--- src/rtl/pdp8_panel_pkg.sv ---
// rtl/pdp8_panel_pkg.sv - shared run-state encoding and debounce defaults for the PDP-8 panel run controller.
package pdp8_panel_pkg;

    localparam int unsigned DEB_CYCLES_DEFAULT = 16;
    localparam int unsigned DEB_CNT_W          = 8;

    localparam logic [2:0] HALTED   = 3'd0;
    localparam logic [2:0] STARTING = 3'd1;
    localparam logic [2:0] RUNNING  = 3'd2;
    localparam logic [2:0] STOPPING = 3'd3;
    localparam logic [2:0] HALTING  = 3'd4;

    typedef enum logic [2:0] {
        S_HALTED   = HALTED,
        S_STARTING = STARTING,
        S_RUNNING  = RUNNING,
        S_STOPPING = STOPPING,
        S_HALTING  = HALTING
    } run_state_e;

    // The sequencer keeps stepping in every state between the clear pulse and the park pulse.
    function automatic logic seq_run_of(input run_state_e s);
        return (s == S_STARTING) || (s == S_RUNNING) || (s == S_STOPPING);
    endfunction

endpackage

--- src/rtl/switch_debounce.sv ---
// rtl/switch_debounce.sv - 2-flop synchronizer plus agreement-reset counter debouncer for one console switch.
module switch_debounce
    import pdp8_panel_pkg::*;
#(
    parameter int unsigned DEB_CYCLES = DEB_CYCLES_DEFAULT
) (
    input  logic clk_i,
    input  logic reset_i,
    input  logic sw_i,
    output logic level_o
);

    localparam logic [DEB_CNT_W-1:0] CNT_LAST = DEB_CNT_W'(DEB_CYCLES - 1);
    localparam logic [DEB_CNT_W-1:0] CNT_ONE  = DEB_CNT_W'(1);

    logic [1:0]           sync_q;
    logic                 level_q;
    logic [DEB_CNT_W-1:0] cnt_q;

    always_ff @(posedge clk_i) begin
        if (reset_i) begin
            sync_q  <= '0;
            level_q <= 1'b0;
            cnt_q   <= '0;
        end else begin
            sync_q <= {sync_q[0], sw_i};
            // Only an unbroken run of disagreeing samples may flip the level.
            if (sync_q[1] == level_q) begin
                cnt_q <= '0;
            end else if (cnt_q == CNT_LAST) begin
                level_q <= sync_q[1];
                cnt_q   <= '0;
            end else begin
                cnt_q <= cnt_q + CNT_ONE;
            end
        end
    end

    assign level_o = level_q;

endmodule

--- src/rtl/panel_run_ctl.sv ---
// rtl/panel_run_ctl.sv - PDP-8 front-panel run controller: switch events, run FSM, sequencer/lamp outputs.
// SINGLE_INST_EN enables the SING INST switch; without it the machine always free-runs.
module panel_run_ctl
    import pdp8_panel_pkg::*;
#(
    parameter int unsigned DEB_CYCLES = DEB_CYCLES_DEFAULT
) (
    input  logic CLK,
    input  logic RESET,
    input  logic SW_START,
    input  logic SW_CONT,
    input  logic SW_STOP,
    input  logic SW_SINGLE,
    input  logic INST_DONE,
    input  logic HLT_REQ,
    output logic SEQ_RUN,
    output logic SEQ_RESET,
    output logic CLR_PULSE,
    output logic RUN_LAMP
);

    logic start_deb;
    logic cont_deb;
    logic stop_deb;
    logic mode;

    switch_debounce #(.DEB_CYCLES(DEB_CYCLES)) u_deb_start (
        .clk_i   (CLK),
        .reset_i (RESET),
        .sw_i    (SW_START),
        .level_o (start_deb)
    );

    switch_debounce #(.DEB_CYCLES(DEB_CYCLES)) u_deb_cont (
        .clk_i   (CLK),
        .reset_i (RESET),
        .sw_i    (SW_CONT),
        .level_o (cont_deb)
    );

    switch_debounce #(.DEB_CYCLES(DEB_CYCLES)) u_deb_stop (
        .clk_i   (CLK),
        .reset_i (RESET),
        .sw_i    (SW_STOP),
        .level_o (stop_deb)
    );

`ifdef SINGLE_INST_EN
    switch_debounce #(.DEB_CYCLES(DEB_CYCLES)) u_deb_single (
        .clk_i   (CLK),
        .reset_i (RESET),
        .sw_i    (SW_SINGLE),
        .level_o (mode)
    );
`else
    logic unused_single;
    assign unused_single = SW_SINGLE;
    assign mode          = 1'b0;
`endif

    // Bit order {stop, cont, start}; a press is a registered rising edge of the debounced level.
    logic [2:0] deb_now;
    logic [2:0] deb_prev_q;
    logic [2:0] press_q;

    assign deb_now = {stop_deb, cont_deb, start_deb};

    always_ff @(posedge CLK) begin
        if (RESET) begin
            deb_prev_q <= '0;
            press_q    <= '0;
        end else begin
            deb_prev_q <= deb_now;
            press_q    <= deb_now & ~deb_prev_q;
        end
    end

    logic start_press;
    logic cont_press;
    logic stop_press;

    assign start_press = press_q[0];
    assign cont_press  = press_q[1];
    assign stop_press  = press_q[2];

    run_state_e state_q;
    run_state_e state_d;

    always_comb begin
        state_d = state_q;
        unique case (state_q)
            S_HALTED: begin
                if (start_press) begin
                    state_d = S_STARTING;
                end else if (cont_press) begin
                    state_d = mode ? S_STOPPING : S_RUNNING;
                end
            end
            S_STARTING: state_d = mode ? S_STOPPING : S_RUNNING;
            S_RUNNING: begin
                // Stopping on the boundary itself skips STOPPING so no extra instruction starts.
                if (INST_DONE && (HLT_REQ || stop_press)) begin
                    state_d = S_HALTING;
                end else if (stop_press || mode) begin
                    state_d = S_STOPPING;
                end
            end
            S_STOPPING: begin
                if (INST_DONE) begin
                    state_d = S_HALTING;
                end
            end
            S_HALTING: state_d = S_HALTED;
            default:   state_d = S_HALTED;
        endcase
    end

    logic run_q;
    logic seq_reset_q;
    logic clr_q;

    always_ff @(posedge CLK) begin
        if (RESET) begin
            state_q     <= S_HALTED;
            run_q       <= 1'b0;
            seq_reset_q <= 1'b0;
            clr_q       <= 1'b0;
        end else begin
            state_q     <= state_d;
            run_q       <= seq_run_of(state_d);
            seq_reset_q <= (state_d == S_HALTING);
            clr_q       <= (state_d == S_STARTING);
        end
    end

    assign SEQ_RUN   = run_q;
    assign RUN_LAMP  = run_q;
    assign SEQ_RESET = seq_reset_q;
    assign CLR_PULSE = clr_q;

endmodule

--- config.mk ---
export PLATFORM = sky130hd
export DESIGN_NAME = panel_run_ctl
export DESIGN_NICKNAME = d
export VERILOG_FILES = /design/src/rtl/pdp8_panel_pkg.sv /design/src/rtl/switch_debounce.sv /design/src/rtl/panel_run_ctl.sv
export SDC_FILE = /design/constraint.sdc
export NUM_CORES = 1
export LEC_CHECK = 0
export CORE_MARGIN = 2
export CORE_UTILIZATION = 51
export DETAILED_ROUTE_END_ITERATION = 10
export GPL_TIMING_DRIVEN = 0
export PLACE_DENSITY_LB_ADDON = 0.3
export SLEW_MARGIN = 20
export SYNTH_ARGS = -nofsm -noshare
export SYNTH_HDL_FRONTEND = slang
export SYNTH_SLANG_ARGS = --single-unit
--- constraint.sdc ---
create_clock -name CLK -period 1.3 [get_ports CLK]
set_clock_uncertainty 0.05 [all_clocks]
set_input_delay 0.26 -clock CLK [delete_from_list [all_inputs] [get_ports CLK]]
set_output_delay 0.26 -clock CLK [all_outputs]
set_load 0.05 [all_outputs]
==> results of run 1 <==
## cells by family after synthesis
family          after synthesis
simple gates                 78
flops                        45
compound gates               42
buf+inv                      11
xor+xnor                      6
fa+ha+maj                     3
## through the flow
| step | setup TNS, ns | std cells | utilization (%) |
|---|---|---|---|
| finish | -0.7869 | 259 | 67.47 |
| global route | -1.683 | 259 | 67.47 |
| CTS | -0.9128 | 256 | 64.19 |
| detailed placement | -8.977 | 241 | 58.10 |
| global placement | -8.111 | 241 | 58.10 |
| floorplan | 0 | 185 | - |
## registers in the layout, summed over array words and instances (netlist names), 2 cells and up
signal and count:
deb_prev_q 3, press_q 3, state_q 3, u_deb_cont.cnt_q 8, u_deb_cont.sync_q 2, u_deb_start.cnt_q 8, u_deb_start.sync_q 2, u_deb_stop.cnt_q 8
u_deb_stop.sync_q 2
## layer usage
layer | wire length [um] | track usage [%]
met3 | 154 | 6.341
met2 | 1704 | 33.83
met5 | 0 | 0
met1 | 1382 | 20.07
met4 | 32 | 6.944
## worst reg2reg max path, delay by kind of cell, from the launching register on
family | cells | cell delay, ns
AND/OR/NAND/NOR | 2 | 0.64
flip-flops | 1 | 0.35
AO/OA/AOI/OAI | 1 | 0.25
## what timing repair did
| action | CTS | global route |
|---|---|---|
| endpoints found under the setup margin | 22 | 26 |
| setup buffers | 7 | 4 |
| hold buffers | 0 | 0 |
| resized for setup | 50 | 21 |
| endpoints found under the hold margin | 0 | 0 |
| pin swaps | 2 | 5 |
## Yosys cell counts (3+ instances only)
cell type   n  area [um2]
or3_1       9       56.30
xnor2_1     3       26.28
or4_4       3       33.78
nor2b_1    12       75.07
nor4_1      3       18.77
a21oi_1    15       75.07
nor3_1      4       20.02
nor2_1     12       45.04
inv_1       9       33.78
dfxtp_1    45       900.9
and3_1      4       25.02
o21ai_0    12       60.06
a31oi_1     3       18.77
nand3_1    12       60.06
ha_1        3       37.54
o211ai_2    3       37.54
nand4_1     4       25.02
nand2_1    12       45.04
xor2_1      3       26.28
a22o_1      3       26.28
## layout make-up
class | count | area [um2]
Fill cell | 262 | 1069
Sequential cell | 45 | 937.1
Multi-Input combinational cell | 129 | 934.6
Timing Repair Buffer | 21 | 180.2
Tap cell | 46 | 57.56
Clock buffer | 6 | 51.30
Inverter | 9 | 37.54
Clock inverter | 2 | 13.76
Buffer | 1 | 3.754
## final timing paths
check | slack (ns) | to | startpoint
worst min register to register | 0.34 | press_q[1] | deb_prev_q[1]
worst min-delay path | 0.23 | u_deb_stop.sync_q[0] | RESET
worst max-delay path | -0.08 | u_deb_stop.cnt_q[0] | u_deb_stop.cnt_q[6]
worst max register to register | -0.08 | u_deb_stop.cnt_q[0] | u_deb_stop.cnt_q[6]
## power breakdown
part           internal (uW)  leakage, uW  switching [uW]
Clock                    264    0.0000382             443
Combinational           33.1     0.000352            35.0
Sequential              1380     0.000374            8.07
Total                   1670     0.000763             486
==> metrics.txt, run 1 <==
status=finished with violations; failing checks=negative setup slack; Worst Slack Setup Final=-0.08428 ns; unrepaired setup endpoints after global routing=yes; Mapped Nets=196; Mean Syn Cell Area=9.340 um2; clock root buffer=clkbuf_4; drt initial violations=between 100 and 150; CP max FO=4; Power Total=roughly 2200 uW; maximum clock rate=0.7224 GHz; cell family with most CP delay=simple AND/OR/NAND/NOR gates; Req. time, crit path=1.52 ns; Worst slew margin=around 69%; class of the worst hold path=input port to flop; largest family of logic cells by synthesized area=simple AND/OR/NAND/NOR gates; Slowest cell on crit path=or4_4; Synth Area in Simple Gates=24.55%; I/O pins=12; Min-Delay Path Depth=2; core area=about 3300 um2; layout cells sized above 1=27.70%; crit path buf inv count=0; CTS Sinks=45; iteration count of the initial detailed-routing pass=4; routed length per instance=12.64 um; total grt overflow=0; die width=62.21 um; maximum vdd drop=805.0 uV; Synth Area in Adders=2.172%; Max-cap violations=0; Final Instance Area=2216 um2; asr flop ratio synth=0%; Remaining DRCs=0; hold slack=0.2319 ns; max-slew violations=0; crit path kind=flop to flop; initial antenna violation count=0; endpoints failing hold=0; Seq/Total Area, Yosys=52.14%; XOR/XNOR Fraction of Synth Area=3.041%; Clk pin slew, worst setup/hold paths=between 0.1 and 0.15 ns; pre-CTS setup slack=-0.3238 ns; CP Depth=3; PortBufs=10; pwr/cell area=~970 nW/um2; Via-to-Cell Ratio=5.459; crit path DAT=1.60 ns; routed vias=1414; Synth Register Bits=45; synthesized instance count=roughly 190; CTS H-tree lvls=2; Synth Flop Type=dfxtp_1; period utilization=106.5%; nets=223; type of origin of the critical path=flop; CP Capture Type=flop; vias in the first global route=1386; Synth Area in Compound Gates=~15%; Leakage=0.0007633 uW; die area=3869 um2; synth warn=0; RePlAce Congestion=between 0.7 and 0.8; commonest non-fill, non-tap cell in the layout=dfxtp_1; Reg2Reg Depth=3; GRT Overall Usage=roughly a fifth; mux cell area share after synthesis=0%; synthesis-to-layout area growth=28.24%; Clk Latency, worst-skew pair=about 0.36 ns; # setup viols final=13; Max stage delay on crit path=roughly 0.57 ns; Total Wirelength=3274 um; Post-synth EDFFs=0; clock tree buffer depth=2; first-pass GRT wire length=about 5700 um; dpl hpwl=2237 um; Num CTS Buffers=5; Yosys cell types=28; ANT nets after route=0; DP Area=1908 um2; number of diodes=0; crit path time final=approximately 1.4 ns; num rows=21; synthesized area=1728 um2; Initial Utilization=between 50% and 60%; Tightest Pin Transition=0.4657 ns; largest net degree at the start of global routing=15; Die Y=62.21 um; crit-path cells=or4_4 > o211ai_4 > nor2_1; CTS tree=yes
Note: power is estimated with default switching activity, not from simulation.
==> run 2, diff against run 1 <==
--- a/config.mk
+++ b/config.mk
@@ -6,11 +6,12 @@
 export NUM_CORES = 1
 export LEC_CHECK = 0
 export CORE_MARGIN = 2
-export CORE_UTILIZATION = 51
+export CORE_UTILIZATION = 61
 export DETAILED_ROUTE_END_ITERATION = 10
 export GPL_TIMING_DRIVEN = 0
 export PLACE_DENSITY_LB_ADDON = 0.3
 export SLEW_MARGIN = 20
 export SYNTH_ARGS = -nofsm -noshare
 export SYNTH_HDL_FRONTEND = slang
+export SYNTH_HIERARCHICAL = 1
 export SYNTH_SLANG_ARGS = --single-unit
==> constraint.sdc (replaced) <==
create_clock -name CLK -period 1.6 [get_ports CLK]
set_clock_uncertainty 0.05 [all_clocks]
set_input_delay 0.32 -clock CLK [delete_from_list [all_inputs] [get_ports CLK]]
set_output_delay 0.32 -clock CLK [all_outputs]
set_load 0.05 [all_outputs]
==> run 2 against run 1 <==
The run now ends clean. Non-clock buffer count down 7. Sequential share of layout area is 4.0 points higher. Die area down 14%. First-iteration DRC count fell by 73%. Count of clock-buffer cells in the layout is 1 lower. Critical path depth down 2. Combinational power is 24% lower. Register-to-register slack better by 0.18 ns. Global-route usage rose by 1.0 points. Largest power group unchanged. Via count decreased by 2.4%.
==> metrics.txt, run 2 <==
Synth Flop Type=dfxtp_1 (unchanged); ANT nets after route=0 (unchanged); most frequent cell after synthesis=dfxtp_1 (unchanged); nets=217 (was 223); Mean Syn Cell Area=9.424 um2 (was 9.340 um2); first-pass GRT wire length=4892 um (was 5713 um); largest net degree at the start of global routing=14 (was 15); Setup TNS=0 ns (was -0.7869 ns); core area=2734 um2 (was 3284 um2); commonest cells after routing, fill and taps aside=42 x dfxtp_1, 15 x a21oi_1, 13 x inv_1; initial antenna violation count=0 (unchanged); synth top area cells=dfxtp_1 51%, a21oi_1 4.3%, nor2b_1 4.3% (was dfxtp_1 52%, a21oi_1 4.3%, nor2b_1 4.3%); status=finished, final reports clean (was finished with violations); share of the synthesized area in the top cell type=51.39% (was 52.14%); maximum clock rate=0.6543 GHz; Synth Area in Simple Gates=26.05% (was 24.55%); cts hold-fix bufs=0 (unchanged); Synth Area in Compound Gates=13.92% (was 15.50%); type of origin of the critical path=flop (unchanged); leading area contributor after synthesis=dfxtp_1 (unchanged); Slowest cell on crit path=clkdlybuf4s15_1 (was or4_4); period utilization=95.52%; # setup viols final=0 (was 13); routed length per instance=12.75 um (was 12.64 um); total grt overflow=0 (unchanged); Num CTS Buffers=5 (unchanged); RePlAce Congestion=0.8826 (was 0.7820); Yosys cell types=28 (unchanged); grt peak-use layer=met2 (unchanged); Initial Utilization=64.12% (was 52.61%); GRT Overall Usage=19.69% (was 18.67%); class of the worst hold path=flop to flop (was input port to flop); Power Total=1666 uW (was 2160 uW); mux cell area share after synthesis=0% (unchanged); Die Y=57.61 um (was 62.21 um); Max stage delay on crit path=0.49 ns (was 0.57 ns); hold slack=0.3353 ns (was 0.2319 ns); CTS tree=yes (unchanged); maximum vdd drop=785.4 uV (was 805.0 uV); synthesized area=1753 um2 (was 1728 um2); endpoints failing hold=0 (unchanged); Post-synth EDFFs=0 (unchanged); Worst slew margin=68.12% (was 68.96%); Max-cap violations=0 (unchanged); Clk Latency, worst-skew pair=0.35 ns (was 0.36 ns); Via-to-Cell Ratio=5.847 (was 5.459); CTS Sinks=45 (unchanged); layout cells sized above 1=15.61% (was 27.70%); Remaining DRCs=0 (unchanged); Total Wirelength=3010 um (was 3274 um); met2 Use GR=31.17% (was 33.83%); iteration count of the initial detailed-routing pass=4 (unchanged); pwr/cell area=852.7 nW/um2 (was 974.8 nW/um2); synthesis-to-layout area growth=11.42% (was 28.24%); met1 track demand over resource=22.83% (was 20.07%); Req. time, crit path=1.23 ns (was 1.52 ns); clock root buffer=clkbuf_4 (unchanged); Leakage=0.0006580 uW (was 0.0007633 uW); synth warn=6 (was 0); PortBufs=10 (unchanged); CP Capture Type=output port (was flop); Reg2Reg Depth=3 (unchanged); Seq/Total Area, Yosys=51.39% (was 52.14%); drt initial violations=33 (was 123); Mapped Nets=197 (was 196); I/O pins=12 (unchanged); num rows=19 (was 21); clock tree buffer depth=2 (unchanged); max-slew violations=0 (unchanged); die width=57.61 um (was 62.21 um); # fillers=217 (was 262); synthesized instance count=186 (was 185); Largest regs=u_deb_cont/cnt_q: 8 flops, u_deb_start/cnt_q: 8 flops, u_deb_stop/cnt_q: 8 flops (was u_deb_cont.cnt_q: 8 flops, u_deb_start.cnt_q: 8 flops, u_deb_stop.cnt_q: 8 flops); Synth Area in Adders=2.141% (was 2.172%); cell family with most CP delay=buffers and inverters (was simple AND/OR/NAND/NOR gates); Synth top cells by count=45 x dfxtp_1, 15 x a21oi_1, 13 x inv_1 (was 45 x dfxtp_1, 15 x a21oi_1); asr flop ratio synth=0% (unchanged); number of diodes=0 (unchanged); commonest non-fill, non-tap cell in the layout=dfxtp_1 (unchanged); CP max FO=1 (was 4); crit path DAT=1.16 ns (was 1.60 ns); CP Depth=1 (was 3); CTS H-tree lvls=2 (unchanged); largest family of logic cells by synthesized area=simple AND/OR/NAND/NOR gates (unchanged); crit path kind=flop to output port (was flop to flop); Clk pin slew, worst setup/hold paths=0.12 ns (was 0.13 ns); crit path time final=1.528 ns; XOR/XNOR Fraction of Synth Area=2.998% (was 3.041%); crit path buf inv count=1 (was 0); Min-Delay Path Depth=1 (was 2); die area=3318 um2 (was 3869 um2); Synth Register Bits=45 (unchanged); Tightest Pin Transition=0.4801 ns (was 0.4657 ns); crit-path cells=clkdlybuf4s15_1 (was or4_4 > o211ai_4 > nor2_1); routed vias=1380 (was 1414); vias in the first global route=1223 (was 1386); dpl hpwl=2135 um (was 2237 um); met3 Use GR=5.442% (was 6.341%)
==> run 2: kinds of logic (layout without fill, tap and decap cells) <==
logic type / after synthesis / in the layout
compound gates: 40 / 40
xor+xnor: 6 / 6
fa+ha+maj: 3 / 3
buf+inv: 15 / 34
flops: 45 / 45
simple gates: 77 / 77
==> run 2: what timing repair did <==
| item | CTS | global route |
|---|---|---|
| buffers inserted | 0 | 3 |
| setup endpoints to repair | 4 | 21 |
| cloned | 0 | 0 |
| pin swaps | 0 | 3 |
| resized for setup | 6 | 9 |
==> run 2: path summary, 6_finish.rpt <==
check,from,slack (ns),end
worst max register to register,u_deb_stop/cnt_q[6],0.10,u_deb_stop/level_o
worst min register to register,deb_prev_q[0],0.34,press_q[0]
worst min-delay path,deb_prev_q[0],0.34,press_q[0]
worst max-delay path,CLR_PULSE,0.07,CLR_PULSE
==> run 2: power breakdown <==
group | leakage [uW] | total [uW] | internal, uW | switching (uW)
combinational | 0.000266 | 51.7 | 26.1 | 25.6
clock | 0.0000269 | 478 | 153 | 325
sequential | 0.000365 | 1140 | 1130 | 6.12
==> run 2: area by class of cell <==
type / instances / area (um2) / area share, %
buffer: 2 / 12.51 / 0.6406
clock buffer: 5 / 37.54 / 1.922
clock inverter: 1 / 5.005 / 0.2562
inverter: 13 / 48.80 / 2.498
multi-input combinational: 126 / 795.8 / 40.74
sequential: 45 / 904.6 / 46.32
tap: 31 / 38.79 / 1.986
timing repair buffer: 13 / 110.1 / 5.637
==> run 2: per-stage QoR <==
stage	instances	util, %	worst slack [ns]	cell area [um2]
4_1_cts	233	70.57	0.007459	1929
3_3_place_gp	227	69.20	-0.1177	1892
5_1_grt	236	71.44	-0.0003744	1953
6_report	236	71.44	0.07171	1953
3_5_place_dp	227	69.20	-0.1591	1892
2_1_floorplan	186	-	0.2157	1753
==> run 2: layer usage <==
metal	routed length, um	vias up
li1	-	698
met1	1338	649
met2	1478	24
met3	141	9
met4	53	0
met5	0	-
